### src/rtl/ddma_tx_scheduler_if.sv
// ---------------------------------------------------------------------------
// ddma_tx_scheduler_if
// Memory-write and DDMA-command bus between the transmit scheduler (master)
// and the tile memory / DDMA engine (slave).
//   mem_enable_o, mem_wb_o       memory enable and write strobe
//   mem_addr_o, mem_data_o       memory address and write data
//   ddma_addr_o, ddma_nbytes_o   DDMA source address and byte count
//   ddma_cmd_o                   one-cycle DDMA start pulse
//   ddma_done_i                  DDMA completion pulse (slave -> master)
// ---------------------------------------------------------------------------
interface ddma_tx_scheduler_if #(
  parameter int ADDR_W = 32
);
  logic              mem_enable_o;
  logic              mem_wb_o;
  logic [ADDR_W-1:0] mem_addr_o;
  logic [31:0]       mem_data_o;
  logic [ADDR_W-1:0] ddma_addr_o;
  logic [15:0]       ddma_nbytes_o;
  logic              ddma_cmd_o;
  logic              ddma_done_i;

  modport master (
    output mem_enable_o, mem_wb_o, mem_addr_o, mem_data_o,
    output ddma_addr_o, ddma_nbytes_o, ddma_cmd_o,
    input  ddma_done_i
  );

  modport slave (
    input  mem_enable_o, mem_wb_o, mem_addr_o, mem_data_o,
    input  ddma_addr_o, ddma_nbytes_o, ddma_cmd_o,
    output ddma_done_i
  );
endinterface

### src/rtl/ddma_tx_scheduler.sv
// ---------------------------------------------------------------------------
// ddma_tx_scheduler
// Round-robin transmit sequencer for the shared DDMA engine. For each granted
// requester it writes the header flit (BASE_ADDR) and size flit (BASE_ADDR+4)
// into packet memory, issues the DDMA command, then waits for completion
// before the next grant. Zero-length requests are acked and completed with
// no memory or DDMA activity.
//
// Ports:
//   clock, reset        clock; asynchronous active-high reset
//   req_valid_i         per-requester level request, held until acked
//   req_tx_i, req_ty_i  target X / Y per requester (8 bits per slot)
//   req_nbytes_i        payload bytes per requester (16 bits per slot)
//   req_ack_o           one-cycle one-hot acceptance pulse
//   bus                 memory / DDMA bus (ddma_tx_scheduler_if.master)
//   busy_o              high from grant until completion
//   grant_id_o          index of the current or last granted requester
//   done_o              one-cycle completion pulse
//   err_o               sticky watchdog error flag
//
// Optional feature: define DDMA_SCHED_TIMEOUT_EN to enable the WAIT-state
// watchdog (TIMEOUT_CYCLES); otherwise WAIT holds indefinitely and err_o = 0.
//
// All outputs are registered: the ack appears the cycle after the request is
// sampled in IDLE, followed by header write, size write and DDMA command on
// consecutive cycles (ack to command = 3 cycles).
// ---------------------------------------------------------------------------
module ddma_tx_scheduler #(
  parameter int                N_REQ          = 4,
  parameter int                ADDR_W         = 32,
  parameter logic [ADDR_W-1:0] BASE_ADDR      = '0,
  parameter int unsigned       TIMEOUT_CYCLES = 65536
) (
  input  logic                  clock,
  input  logic                  reset,
  input  logic [N_REQ-1:0]      req_valid_i,
  input  logic [N_REQ*8-1:0]    req_tx_i,
  input  logic [N_REQ*8-1:0]    req_ty_i,
  input  logic [N_REQ*16-1:0]   req_nbytes_i,
  output logic [N_REQ-1:0]      req_ack_o,
  ddma_tx_scheduler_if.master   bus,
  output logic                  busy_o,
  output logic [2:0]            grant_id_o,
  output logic                  done_o,
  output logic                  err_o
);

  localparam int IDX_W = (N_REQ > 1) ? $clog2(N_REQ) : 1;

  localparam logic [2:0] S_IDLE    = 3'd0;
  localparam logic [2:0] S_WR_HDR  = 3'd1;
  localparam logic [2:0] S_WR_SIZE = 3'd2;
  localparam logic [2:0] S_CMD     = 3'd3;
  localparam logic [2:0] S_WAIT    = 3'd4;
  localparam logic [2:0] S_FIN     = 3'd5;

  logic [2:0]        state_q;
  logic [IDX_W-1:0]  rr_q;
  logic [7:0]        tx_q, ty_q;
  logic [15:0]       nb_q;
  logic [N_REQ-1:0]  ack_q;
  logic              busy_q, done_q;
  logic [2:0]        grant_q;
  logic              mem_en_q, mem_wb_q;
  logic [ADDR_W-1:0] mem_addr_q;
  logic [31:0]       mem_data_q;
  logic [ADDR_W-1:0] ddma_addr_q;
  logic [15:0]       ddma_nb_q;
  logic              ddma_cmd_q;

`ifdef DDMA_SCHED_TIMEOUT_EN
  logic [31:0]       to_cnt_q;
  logic              err_q;
`else
  localparam int unsigned unused_timeout_cycles = TIMEOUT_CYCLES;
`endif

  // Round-robin pick: first valid requester at or above rr_q, wrapping.
  logic             pick_found;
  logic [IDX_W-1:0] pick_idx;
  logic [IDX_W-1:0] rr_d;

  always_comb begin
    logic [IDX_W:0] cand;
    pick_found = 1'b0;
    pick_idx   = '0;
    cand       = '0;
    for (int unsigned i = 0; i < N_REQ; i++) begin
      cand = {1'b0, rr_q} + (IDX_W+1)'(i);
      if (cand >= (IDX_W+1)'(N_REQ)) cand = cand - (IDX_W+1)'(N_REQ);
      if (!pick_found && req_valid_i[cand[IDX_W-1:0]]) begin
        pick_found = 1'b1;
        pick_idx   = cand[IDX_W-1:0];
      end
    end
  end

  always_comb begin
    rr_d = pick_idx + 1'b1;
    if (pick_idx == IDX_W'(N_REQ - 1)) rr_d = '0;
  end

  // Size flit: word count computed in 17 bits so 16'hFFFF does not wrap.
  logic [16:0] flits;
  logic [16:0] nb_plus_hdr;
  logic [15:0] nb_sat;

  always_comb begin
    flits       = ({1'b0, nb_q} + 17'd3) >> 2;
    nb_plus_hdr = {1'b0, nb_q} + 17'd8;
    nb_sat      = nb_plus_hdr[16] ? 16'hFFFF : nb_plus_hdr[15:0];
  end

  logic [15:0] pick_nb;
  assign pick_nb = req_nbytes_i[16*pick_idx +: 16];

  always_ff @(posedge clock or posedge reset) begin
    if (reset) begin
      state_q     <= S_IDLE;
      rr_q        <= '0;
      tx_q        <= '0;
      ty_q        <= '0;
      nb_q        <= '0;
      ack_q       <= '0;
      busy_q      <= 1'b0;
      done_q      <= 1'b0;
      grant_q     <= '0;
      mem_en_q    <= 1'b0;
      mem_wb_q    <= 1'b0;
      mem_addr_q  <= '0;
      mem_data_q  <= '0;
      ddma_addr_q <= '0;
      ddma_nb_q   <= '0;
      ddma_cmd_q  <= 1'b0;
`ifdef DDMA_SCHED_TIMEOUT_EN
      to_cnt_q    <= '0;
      err_q       <= 1'b0;
`endif
    end else begin
      ack_q      <= '0;
      done_q     <= 1'b0;
      ddma_cmd_q <= 1'b0;
      case (state_q)
        S_IDLE: begin
          if (pick_found) begin
            ack_q   <= {{(N_REQ-1){1'b0}}, 1'b1} << pick_idx;
            grant_q <= 3'(pick_idx);
            busy_q  <= 1'b1;
            rr_q    <= rr_d;
            tx_q    <= req_tx_i[8*pick_idx +: 8];
            ty_q    <= req_ty_i[8*pick_idx +: 8];
            nb_q    <= pick_nb;
            // Zero-length packets skip straight to completion.
            state_q <= (pick_nb == 16'd0) ? S_FIN : S_WR_HDR;
          end
        end
        S_WR_HDR: begin
          mem_en_q   <= 1'b1;
          mem_wb_q   <= 1'b1;
          mem_addr_q <= BASE_ADDR;
          mem_data_q <= {16'h0, tx_q, ty_q};
          state_q    <= S_WR_SIZE;
        end
        S_WR_SIZE: begin
          mem_addr_q <= BASE_ADDR + ADDR_W'(4);
          mem_data_q <= {15'd0, flits};
          state_q    <= S_CMD;
        end
        S_CMD: begin
          mem_en_q    <= 1'b0;
          mem_wb_q    <= 1'b0;
          ddma_addr_q <= BASE_ADDR;
          ddma_nb_q   <= nb_sat;
          ddma_cmd_q  <= 1'b1;
`ifdef DDMA_SCHED_TIMEOUT_EN
          to_cnt_q    <= '0;
`endif
          state_q     <= S_WAIT;
        end
        S_WAIT: begin
          if (bus.ddma_done_i) begin
            done_q  <= 1'b1;
            busy_q  <= 1'b0;
            state_q <= S_IDLE;
          end
`ifdef DDMA_SCHED_TIMEOUT_EN
          else if (to_cnt_q == 32'(TIMEOUT_CYCLES - 1)) begin
            err_q   <= 1'b1;
            done_q  <= 1'b1;
            busy_q  <= 1'b0;
            state_q <= S_IDLE;
          end else begin
            to_cnt_q <= to_cnt_q + 32'd1;
          end
`endif
        end
        S_FIN: begin
          done_q  <= 1'b1;
          busy_q  <= 1'b0;
          state_q <= S_IDLE;
        end
        default: state_q <= S_IDLE;
      endcase
    end
  end

  assign req_ack_o         = ack_q;
  assign busy_o            = busy_q;
  assign grant_id_o        = grant_q;
  assign done_o            = done_q;
  assign bus.mem_enable_o  = mem_en_q;
  assign bus.mem_wb_o      = mem_wb_q;
  assign bus.mem_addr_o    = mem_addr_q;
  assign bus.mem_data_o    = mem_data_q;
  assign bus.ddma_addr_o   = ddma_addr_q;
  assign bus.ddma_nbytes_o = ddma_nb_q;
  assign bus.ddma_cmd_o    = ddma_cmd_q;
`ifdef DDMA_SCHED_TIMEOUT_EN
  assign err_o             = err_q;
`else
  assign err_o             = 1'b0;
`endif

endmodule

### src/flat_wrapper.sv
// flat-port wrapper written by rule: the top's interface ports become plain ports
module ddma_tx_scheduler_flat 
#(
  parameter int                N_REQ          = 4,
  parameter int                ADDR_W         = 32,
  parameter logic [ADDR_W-1:0] BASE_ADDR      = '0,
  parameter int unsigned       TIMEOUT_CYCLES = 65536
)
  (clock, reset, req_valid_i, req_tx_i, req_ty_i, req_nbytes_i, req_ack_o, busy_o, grant_id_o, done_o, err_o, bus_mem_enable_o, bus_mem_wb_o, bus_mem_addr_o, bus_mem_data_o, bus_ddma_addr_o, bus_ddma_nbytes_o, bus_ddma_cmd_o, bus_ddma_done_i);
  ddma_tx_scheduler_if #(.ADDR_W(ADDR_W)) bus_i ();
  input  logic clock;
  input  logic reset;
  input  logic [N_REQ-1:0] req_valid_i;
  input  logic [N_REQ*8-1:0] req_tx_i;
  input  logic [N_REQ*8-1:0] req_ty_i;
  input  logic [N_REQ*16-1:0] req_nbytes_i;
  output logic [N_REQ-1:0] req_ack_o;
  output logic busy_o;
  output logic [2:0] grant_id_o;
  output logic done_o;
  output logic err_o;
  output wire logic [$bits(bus_i.mem_enable_o)-1:0] bus_mem_enable_o;
  output wire logic [$bits(bus_i.mem_wb_o)-1:0] bus_mem_wb_o;
  output wire logic [$bits(bus_i.mem_addr_o)-1:0] bus_mem_addr_o;
  output wire logic [$bits(bus_i.mem_data_o)-1:0] bus_mem_data_o;
  output wire logic [$bits(bus_i.ddma_addr_o)-1:0] bus_ddma_addr_o;
  output wire logic [$bits(bus_i.ddma_nbytes_o)-1:0] bus_ddma_nbytes_o;
  output wire logic [$bits(bus_i.ddma_cmd_o)-1:0] bus_ddma_cmd_o;
  input wire logic [$bits(bus_i.ddma_done_i)-1:0] bus_ddma_done_i;
  assign bus_mem_enable_o = bus_i.mem_enable_o;
  assign bus_mem_wb_o = bus_i.mem_wb_o;
  assign bus_mem_addr_o = bus_i.mem_addr_o;
  assign bus_mem_data_o = bus_i.mem_data_o;
  assign bus_ddma_addr_o = bus_i.ddma_addr_o;
  assign bus_ddma_nbytes_o = bus_i.ddma_nbytes_o;
  assign bus_ddma_cmd_o = bus_i.ddma_cmd_o;
  assign bus_i.ddma_done_i = bus_ddma_done_i;
  ddma_tx_scheduler #(.N_REQ(N_REQ), .ADDR_W(ADDR_W), .BASE_ADDR(BASE_ADDR), .TIMEOUT_CYCLES(TIMEOUT_CYCLES)) u_core (.clock(clock), .reset(reset), .req_valid_i(req_valid_i), .req_tx_i(req_tx_i), .req_ty_i(req_ty_i), .req_nbytes_i(req_nbytes_i), .req_ack_o(req_ack_o), .bus(bus_i), .busy_o(busy_o), .grant_id_o(grant_id_o), .done_o(done_o), .err_o(err_o));
endmodule
### config.mk
export PLATFORM = sky130hd
export DESIGN_NAME = ddma_tx_scheduler_flat
export DESIGN_NICKNAME = d
export VERILOG_FILES = /design/src/rtl/ddma_tx_scheduler_if.sv /design/src/rtl/ddma_tx_scheduler.sv /design/src/flat_wrapper.sv
export SDC_FILE = /design/constraint.sdc
export NUM_CORES = 1
export LEC_CHECK = 0
export CORE_AREA = 5 5 142 104
export DETAILED_ROUTE_END_ITERATION = 7
export DIE_AREA = 0 0 147 109
export PLACE_DENSITY = 0.8
export SLEW_MARGIN = 30
export SYNTH_ARGS = -nofsm -noshare
export SYNTH_HDL_FRONTEND = slang
export SYNTH_SLANG_ARGS = --single-unit
### constraint.sdc
create_clock -name clock -period 3.4 [get_ports clock]
set_input_delay 1.02 -clock clock [delete_from_list [all_inputs] [get_ports clock]]
set_output_delay 1.02 -clock clock [all_outputs]
set_load 0.01 [all_outputs]
==> results of run 1 <==
[critical path: stages]
cell and delay [ns]:
clkdlybuf4s50_1 0.54, nor2b_1 0.21, a221o_1 0.21, o21ai_4 0.07, inv_2 0.11, buf_12 0.21
mux2i_1 0.22, mux2i_1 0.12, nor4_1 0.29, nand3_1 0.11, o21ai_1 0.16
[per-stage QoR]
step | hold WS, ns | instances | utilization | instance area (um2)
detailed placement | 0.464 | 959 | 0.517 | 6910
global route | 0.524 | 972 | 0.537 | 7190
floorplan | 0.455 | 709 | - | 5470
CTS | 0.478 | 972 | 0.537 | 7190
global placement | 0.461 | 959 | 0.517 | 6910
finish | 0.477 | 972 | 0.537 | 7190
[state kept, by name, indices dropped and copies added, names as in the netlist]
name,count
u_core.bus.ddma_nbytes_o,16
u_core.bus.mem_data_o,16
u_core.nb_q,16
u_core.tx_q,8
u_core.ty_q,8
u_core.req_ack_o,4
u_core.state_q,3
u_core.grant_id_o,2
u_core.rr_q,2
u_core.bus.ddma_cmd_o,1
u_core.bus.mem_addr_o,1
u_core.bus.mem_enable_o,1
u_core.busy_o,1
u_core.done_o,1
[metal layers]
metal / track usage / up-vias
li1: - / 2271
met3: 0.0548 / 10
met1: 0.243 / 2074
met2: 0.303 / 166
met4: 0.0326 / 0
met5: 0 / -
[worst max-delay path by stage]
stage	startpoint	endpoint	slack, ns
floorplan	reset	u_core.bus.ddma_cmd_o	0.33
global placement	req_valid_i[2]	u_core.state_q[2]	0.16
detailed placement	req_valid_i[2]	u_core.state_q[2]	0.05
CTS	req_valid_i[2]	u_core.state_q[2]	0.40
global route	req_valid_i[2]	u_core.state_q[2]	0.18
finish	req_valid_i[2]	u_core.state_q[2]	0.37
[cell type report]
| class | instances | area (um2) | area share |
|---|---|---|---|
| timing repair buffer | 192 | 1960 | 0.273 |
| sequential | 80 | 2000 | 0.279 |
| clock inverter | 1 | 30.0 | 0.00418 |
| inverter | 9 | 35.0 | 0.00487 |
| clock buffer | 12 | 246 | 0.0343 |
| multi-input combinational | 507 | 2700 | 0.375 |
| tap | 171 | 214 | 0.0298 |
[logic make-up (layout without fill, tap and decap cells)]
kind of cell / after synthesis / in the layout / share of synthesized area
xor+xnor: 20 / 20 / 0.0339
simple gates: 250 / 250 / 0.203
other cells: 1 / 81 / 0.000725
mux: 52 / 52 / 0.101
fa+ha+maj: 5 / 5 / 0.0121
buf+inv: 122 / 214 / 0.152
flops: 80 / 80 / 0.387
compound gates: 99 / 99 / 0.110
[power by group]
group	leakage [nW]	total [mW]	switching, mW	internal, mW
sequential	0.978	1.85	0.428	1.42
clock	0.135	0.922	0.346	0.576
combinational	2.20	3.04	1.60	1.44
total	3.32	5.81	2.37	3.44
[layout by cell type (no fill, tap or decap), types with 2 or more instances in the layout]
cell             instances
a21oi_1                 11
a22o_1                   2
a22oi_1                  7
and2_1                   6
and3_1                   6
buf_12                   6
buf_4                    8
clkbuf_1                 2
clkbuf_16                9
clkdlybuf4s50_1        178
conb_1                  81
dfrtp_1                 80
ha_1                     5
inv_1                    6
inv_2                    2
mux2_2                   3
mux2i_1                 49
nand2_1                169
nand2b_1                 2
nand3_1                 31
nor2_1                  22
nor2b_1                  2
nor3_1                   3
nor4_1                   4
o21a_1                   2
o21ai_0                 20
o21ai_1                 43
o22a_1                   4
o22ai_1                  3
o31ai_1                  2
xnor2_1                 10
xor2_1                  10
==> summary.txt, run 1 <==
Detailed routing
  – Vias per cell: 4.65
  – Top layer in use: met4
  – Wire length on met3: 1250 um
  – Routed wire length: 14,900 um
  – # DRC: 0
  – DR WL/cell: 15.3 um
  – 1st-pass router iterations: 4
  – Wire length on met2: 7120 um
  – Met1 WL: 6390 um
  – Iteration-0 DRC Markers: around 220
  – DRT antenna net count: 0
  – Via count: between 4,000 and 5,000

Global route
  – Grt ovf: 0
  – GRT Total Usage: 0.183
  – First-pass GRT wire length: 23,200 um
  – Vias in the first global route: between 4,000 and 5,000
  – Pin count of the biggest net entering global routing: 40
  – Number of antenna violations at the first check in global routing: 0

Logic synthesis
  – Async SR Flop Fraction: 1.00
  – Top-count cell post-synth: nand2_1
  – Synthesized area per cell: 8.22 um2
  – Post-synth EDFFs: 0
  – Gate Count Post-Synth: ~630
  – Part of the Yosys area used for sequential elements: 0.387
  – Area leader, netlist: dfrtp_1
  – Post-Syn Area: 5170 um2
  – Post-synthesis register bit count: 80
  – Share of the synthesized area in the top cell type: 0.387
  – Primary FF master, synth: dfrtp_1
  – YS warnings: 0
  – Yosys cell types: 40
  – Synth cell count leaders: 170 x nand2_1, 82 x buf_4, 80 x dfrtp_1
  – Top post-synthesis cells by area: dfrtp_1 39%, nand2_1 12%, buf_4 12%

Place
  – Hpwl dp: 12,100 um
  – Port Buffers: 178
  – GP Congestion: 0.911
  – Post-place setup slack: 0.0518 ns

Setup path
  – Worst endpoint required time: between 3 and 4 ns
  – CP Capture Type: flop
  – Data arrival, critical path: 3.28 ns
  – Worst R2R Path Depth: 10
  – Critical path class: primary input to flop
  – Reg-to-reg endpoint: u_core.state_q[2]
  – R2r startpoint: u_core.rr_q[1]
  – Register-to-register path setup slack: ~1.2 ns
  – Worst Setup Start Kind: primary input
  – Critical path fanouts, max: 25

STA
  – Worst-Margin Slew: 0.721 ns
  – Clock skew: 0.00416 ns
  – Final Setup Violations: 0
  – Max-slew violations: 0
  – Max Clk Rate: 0.330 GHz
  – Slew HR: 0.519
  – Final worst setup slack: 0.369 ns
  – Crit path time final: 3.03 ns
  – Final cycle utilization of the critical path: 0.891
  – Final TNS setup: 0 ns
  – Final hold violations: 0
  – RSZ-0062 raised after global routing: no

Clocking
  – Resized cells post-CTS: 0
  – Setup bufs post-CTS: 0
  – Clock Tree Root: clkbuf_16
  – Worst-Skew Late Latency: ~0.33 ns
  – Num CTS Buffers: 9
  – TritonCTS clock tree: done
  – Hold_buf cts: 0
  – Clk sinks: 80
  – Reg clk slew, reported paths: roughly 0.050 ns
  – CTS H-tree lvls: 3
  – Bufs on Longest Clock Path: 2

Floorplan
  – Core area: 13,400 um2
  – Initial Util: 0.387
  – Full die area: 16,000 um2
  – Io pins: 260
  – Die height: approximately 110 um
  – Die X: 147 um
  – Row count: 36

Status
  – Status: finished clean

Layout
  – Area grow syn2layout: 39.0%
  – Fin nets: 939
  – Layout cells sized above 1: 0.0449
  – Fill count: 1,271
  – Ant diodes: 0

Hold path
  – Worst hold start: u_core.bus.mem_addr_o[2]
  – Hold Crit Endpoint: u_core.bus.mem_addr_o[2]
  – Worst Hold Depth: 2
  – Hold Path Class: flop to flop

Flow run
  – Total of max-cap violations: 0

Power and ir drop
  – Maximum VDD drop: 0.361 mV
  – Power consumption: between 5 and 6 mW
  – Lkg Pwr: roughly 3.3 nW
  – P per Cell Area: ~810 nW/um2
(Power assumes the default switching activity.)
==> run 2, diff against run 1 <==
CELL_PAD_IN_SITES_DETAIL_PLACEMENT = 1   (was not set)
CELL_PAD_IN_SITES_GLOBAL_PLACEMENT = 1   (was not set)
CORE_AREA = 5 5 166 120   (was 5 5 142 104)
DIE_AREA = 0 0 171 125   (was 0 0 147 109)
PLACE_DENSITY = 0.83   (was 0.8)
REMOVE_ABC_BUFFERS = 1   (was not set)
==> summary.txt, run 2 (synthesis results as in run 1) <==
Global route
  – GRT Total Usage: 0.156 (-0.0268)
  – Grt ovf: 0 (unchanged)
  – First-pass GRT wire length: 26,600 um (+15%)
  – Vias in the first global route: 4,945 (+10%)
  – Pin count of the biggest net entering global routing: 38 (-5.0%)
  – Number of antenna violations at the first check in global routing: 0 (unchanged)

Setup path
  – Critical path cell sequence: clkdlybuf4s50_1 > nor2b_1 > a221o_1 > o21ai_4 > inv_2 > buf_12 > mux2i_1 > mux2i_1 > nor4_1 > nand3_1 > o21ai_1
  – Critical path class: primary input to flop
  – Reg-to-reg endpoint: u_core.state_q[2]
  – Worst endpoint required time: 3.67 ns (+0.02 ns)
  – Critical path fanouts, max: 31 (+24%)
  – Most numerous cell on the critical path: mux2i_1
  – Data arrival, critical path: 3.43 ns (+0.15 ns)
  – R2r startpoint: u_core.rr_q[1]
  – Worst Setup Start Kind: primary input
  – Slowest cell on the critical path: clkdlybuf4s50_1
  – Register-to-register path setup slack: 1.01 ns (-0.16 ns)
  – Worst R2R Path Depth: 10 (unchanged)
  – Crit path largest cell delay: 0.54 ns (about the same)
  – CP Capture Type: flop

Floorplan
  – Initial Util: 0.282 (-0.105)
  – Row count: 42 (+17%)
  – Full die area: 21,400 um2 (+33%)
  – Core area: 18,300 um2 (+37%)
  – Io pins: 260 (unchanged)
  – Die height: 125 um (+15%)
  – Die X: 171 um (+16%)

Clocking
  – Clock Tree Root: clkbuf_16
  – Bufs on Longest Clock Path: 2 (unchanged)
  – TritonCTS clock tree: done
  – Worst-Skew Late Latency: 0.34 ns (about the same)
  – CTS H-tree lvls: 3 (unchanged)
  – Num CTS Buffers: 9 (unchanged)
  – Setup bufs post-CTS: 0 (unchanged)
  – Clk sinks: 80 (unchanged)
  – Hold_buf cts: 0 (unchanged)
  – Resized cells post-CTS: 0 (unchanged)
  – Reg clk slew, reported paths: 0.06 ns (about the same)

Layout
  – Final Util: 0.400 (-0.138)
  – Commonest non-fill, non-tap cell in the layout: clkdlybuf4s50_1
  – Fill count: 2,188 (+72%)
  – Sequential Area: 2000 um2 (unchanged)
  – Most frequent cells in the layout: 178 x clkdlybuf4s50_1, 169 x nand2_1, 81 x conb_1
  – Area taken by multi-input logic gates: 2700 um2 (+0.19%)
  – Ant diodes: 0 (unchanged)
  – Area grow syn2layout: 41.7%
  – Layout cells sized above 1: 0.0521 (+0.00717)
  – Fin nets: 941 (+0.21%)

Detailed routing
  – # DRC: 0 (unchanged)
  – DRT antenna net count: 0 (unchanged)
  – Vias per cell: 4.47 (-3.8%)
  – Iteration-0 DRC Markers: 156 (-29%)
  – 1st-pass router iterations: 4 (unchanged)
  – DR WL/cell: 16.6 um (+8.6%)
  – Via count: 4,689 (+3.7%)
  – Routed wire length: 17,400 um (+17%)

STA
  – Slew HR: 0.481 (-0.0376)
  – RSZ-0062 raised after global routing: no
  – Final Setup Violations: 0 (unchanged)
  – Final cycle utilization of the critical path: 0.930 (+0.0383)
  – Max-slew violations: 0 (unchanged)
  – Final TNS setup: 0 ns (unchanged)
  – Clock skew: 0.00666 ns (+0.00250 ns)
  – Max Clk Rate: 0.316 GHz (-4.1%)
  – Worst-Margin Slew: 0.775 ns (+0.0543 ns)
  – Hold Slack: 0.489 ns (+0.0120 ns)
  – Crit path time final: 3.16 ns (+0.130 ns)
  – Final hold violations: 0 (unchanged)

Hold path
  – Hold Crit Endpoint: u_core.ty_q[6]
  – Hold Path Class: flop to flop
  – Worst Hold Depth: 2 (unchanged)
  – Worst hold start: u_core.ty_q[6]

Power and ir drop
  – Maximum VDD drop: 0.338 mV (-6.4%)
  – P per Cell Area: 829 nW/um2 (+2.5%)
  – Lkg Pwr: 3.35 nW (+0.88%)

Place
  – Port Buffers: 178 (unchanged)
  – GP Congestion: 0.873 (-4.2%)
  – Hpwl dp: 13,900 um (+14%)

Flow run
  – Total of max-cap violations: 0 (unchanged)

Status
  – Status: finished clean
-- run 2: worst max-delay path by stage --
stage               slack (ns)           endpoint            from  cells after the start
floorplan                -1.24  u_core.state_q[2]  req_valid_i[2]                      8
global placement          0.09  u_core.state_q[2]  req_valid_i[2]                     11
detailed placement       -0.12  u_core.state_q[2]  req_valid_i[2]                     11
CTS                       0.23  u_core.state_q[2]  req_valid_i[2]                     11
global route              0.07  u_core.state_q[2]  req_valid_i[2]                     11
finish                    0.24  u_core.state_q[2]  req_valid_i[2]                     11
-- run 2: stage by stage --
step	setup WS, ns	instance area, um2	instances	power, mW
floorplan	-1.24	4720	596	3.52
CTS	0.231	7330	1048	6.15
finish	0.239	7330	1048	6.07
global placement	0.0877	7000	1032	4.90
detailed placement	-0.122	7000	1032	5.03
global route	0.0652	7330	1048	6.53
-- run 2: area by class of cell --
cell class                 instances  share of cell area
multi-input combinational        507               0.369
sequential                        80               0.273
timing repair buffer             194               0.266
tap                              242              0.0413
clock buffer                      14              0.0374
clock inverter                     2             0.00819
inverter                           9             0.00478
-- run 2: power by group --
| group | switching [mW] | total (mW) | internal (mW) |
|---|---|---|---|
| Clock | 0.377 | 1.08 | 0.704 |
| Sequential | 0.434 | 1.86 | 1.42 |
| Combinational | 1.72 | 3.14 | 1.42 |
-- run 2: critical path: cells and delay by family --
family	cells	cell delay [ns]
buf+inv	3	0.87
simple gates	3	0.74
compound gates	3	0.42
mux	2	0.36
-- run 2: metal layers --
metal  GRT usage  vias up  share of wire
met5           0        -              0
met4      0.0349        0         0.0087
met3      0.0461       11          0.077
met2       0.262      143           0.48
met1       0.199     2262           0.43
li1            -     2273              -
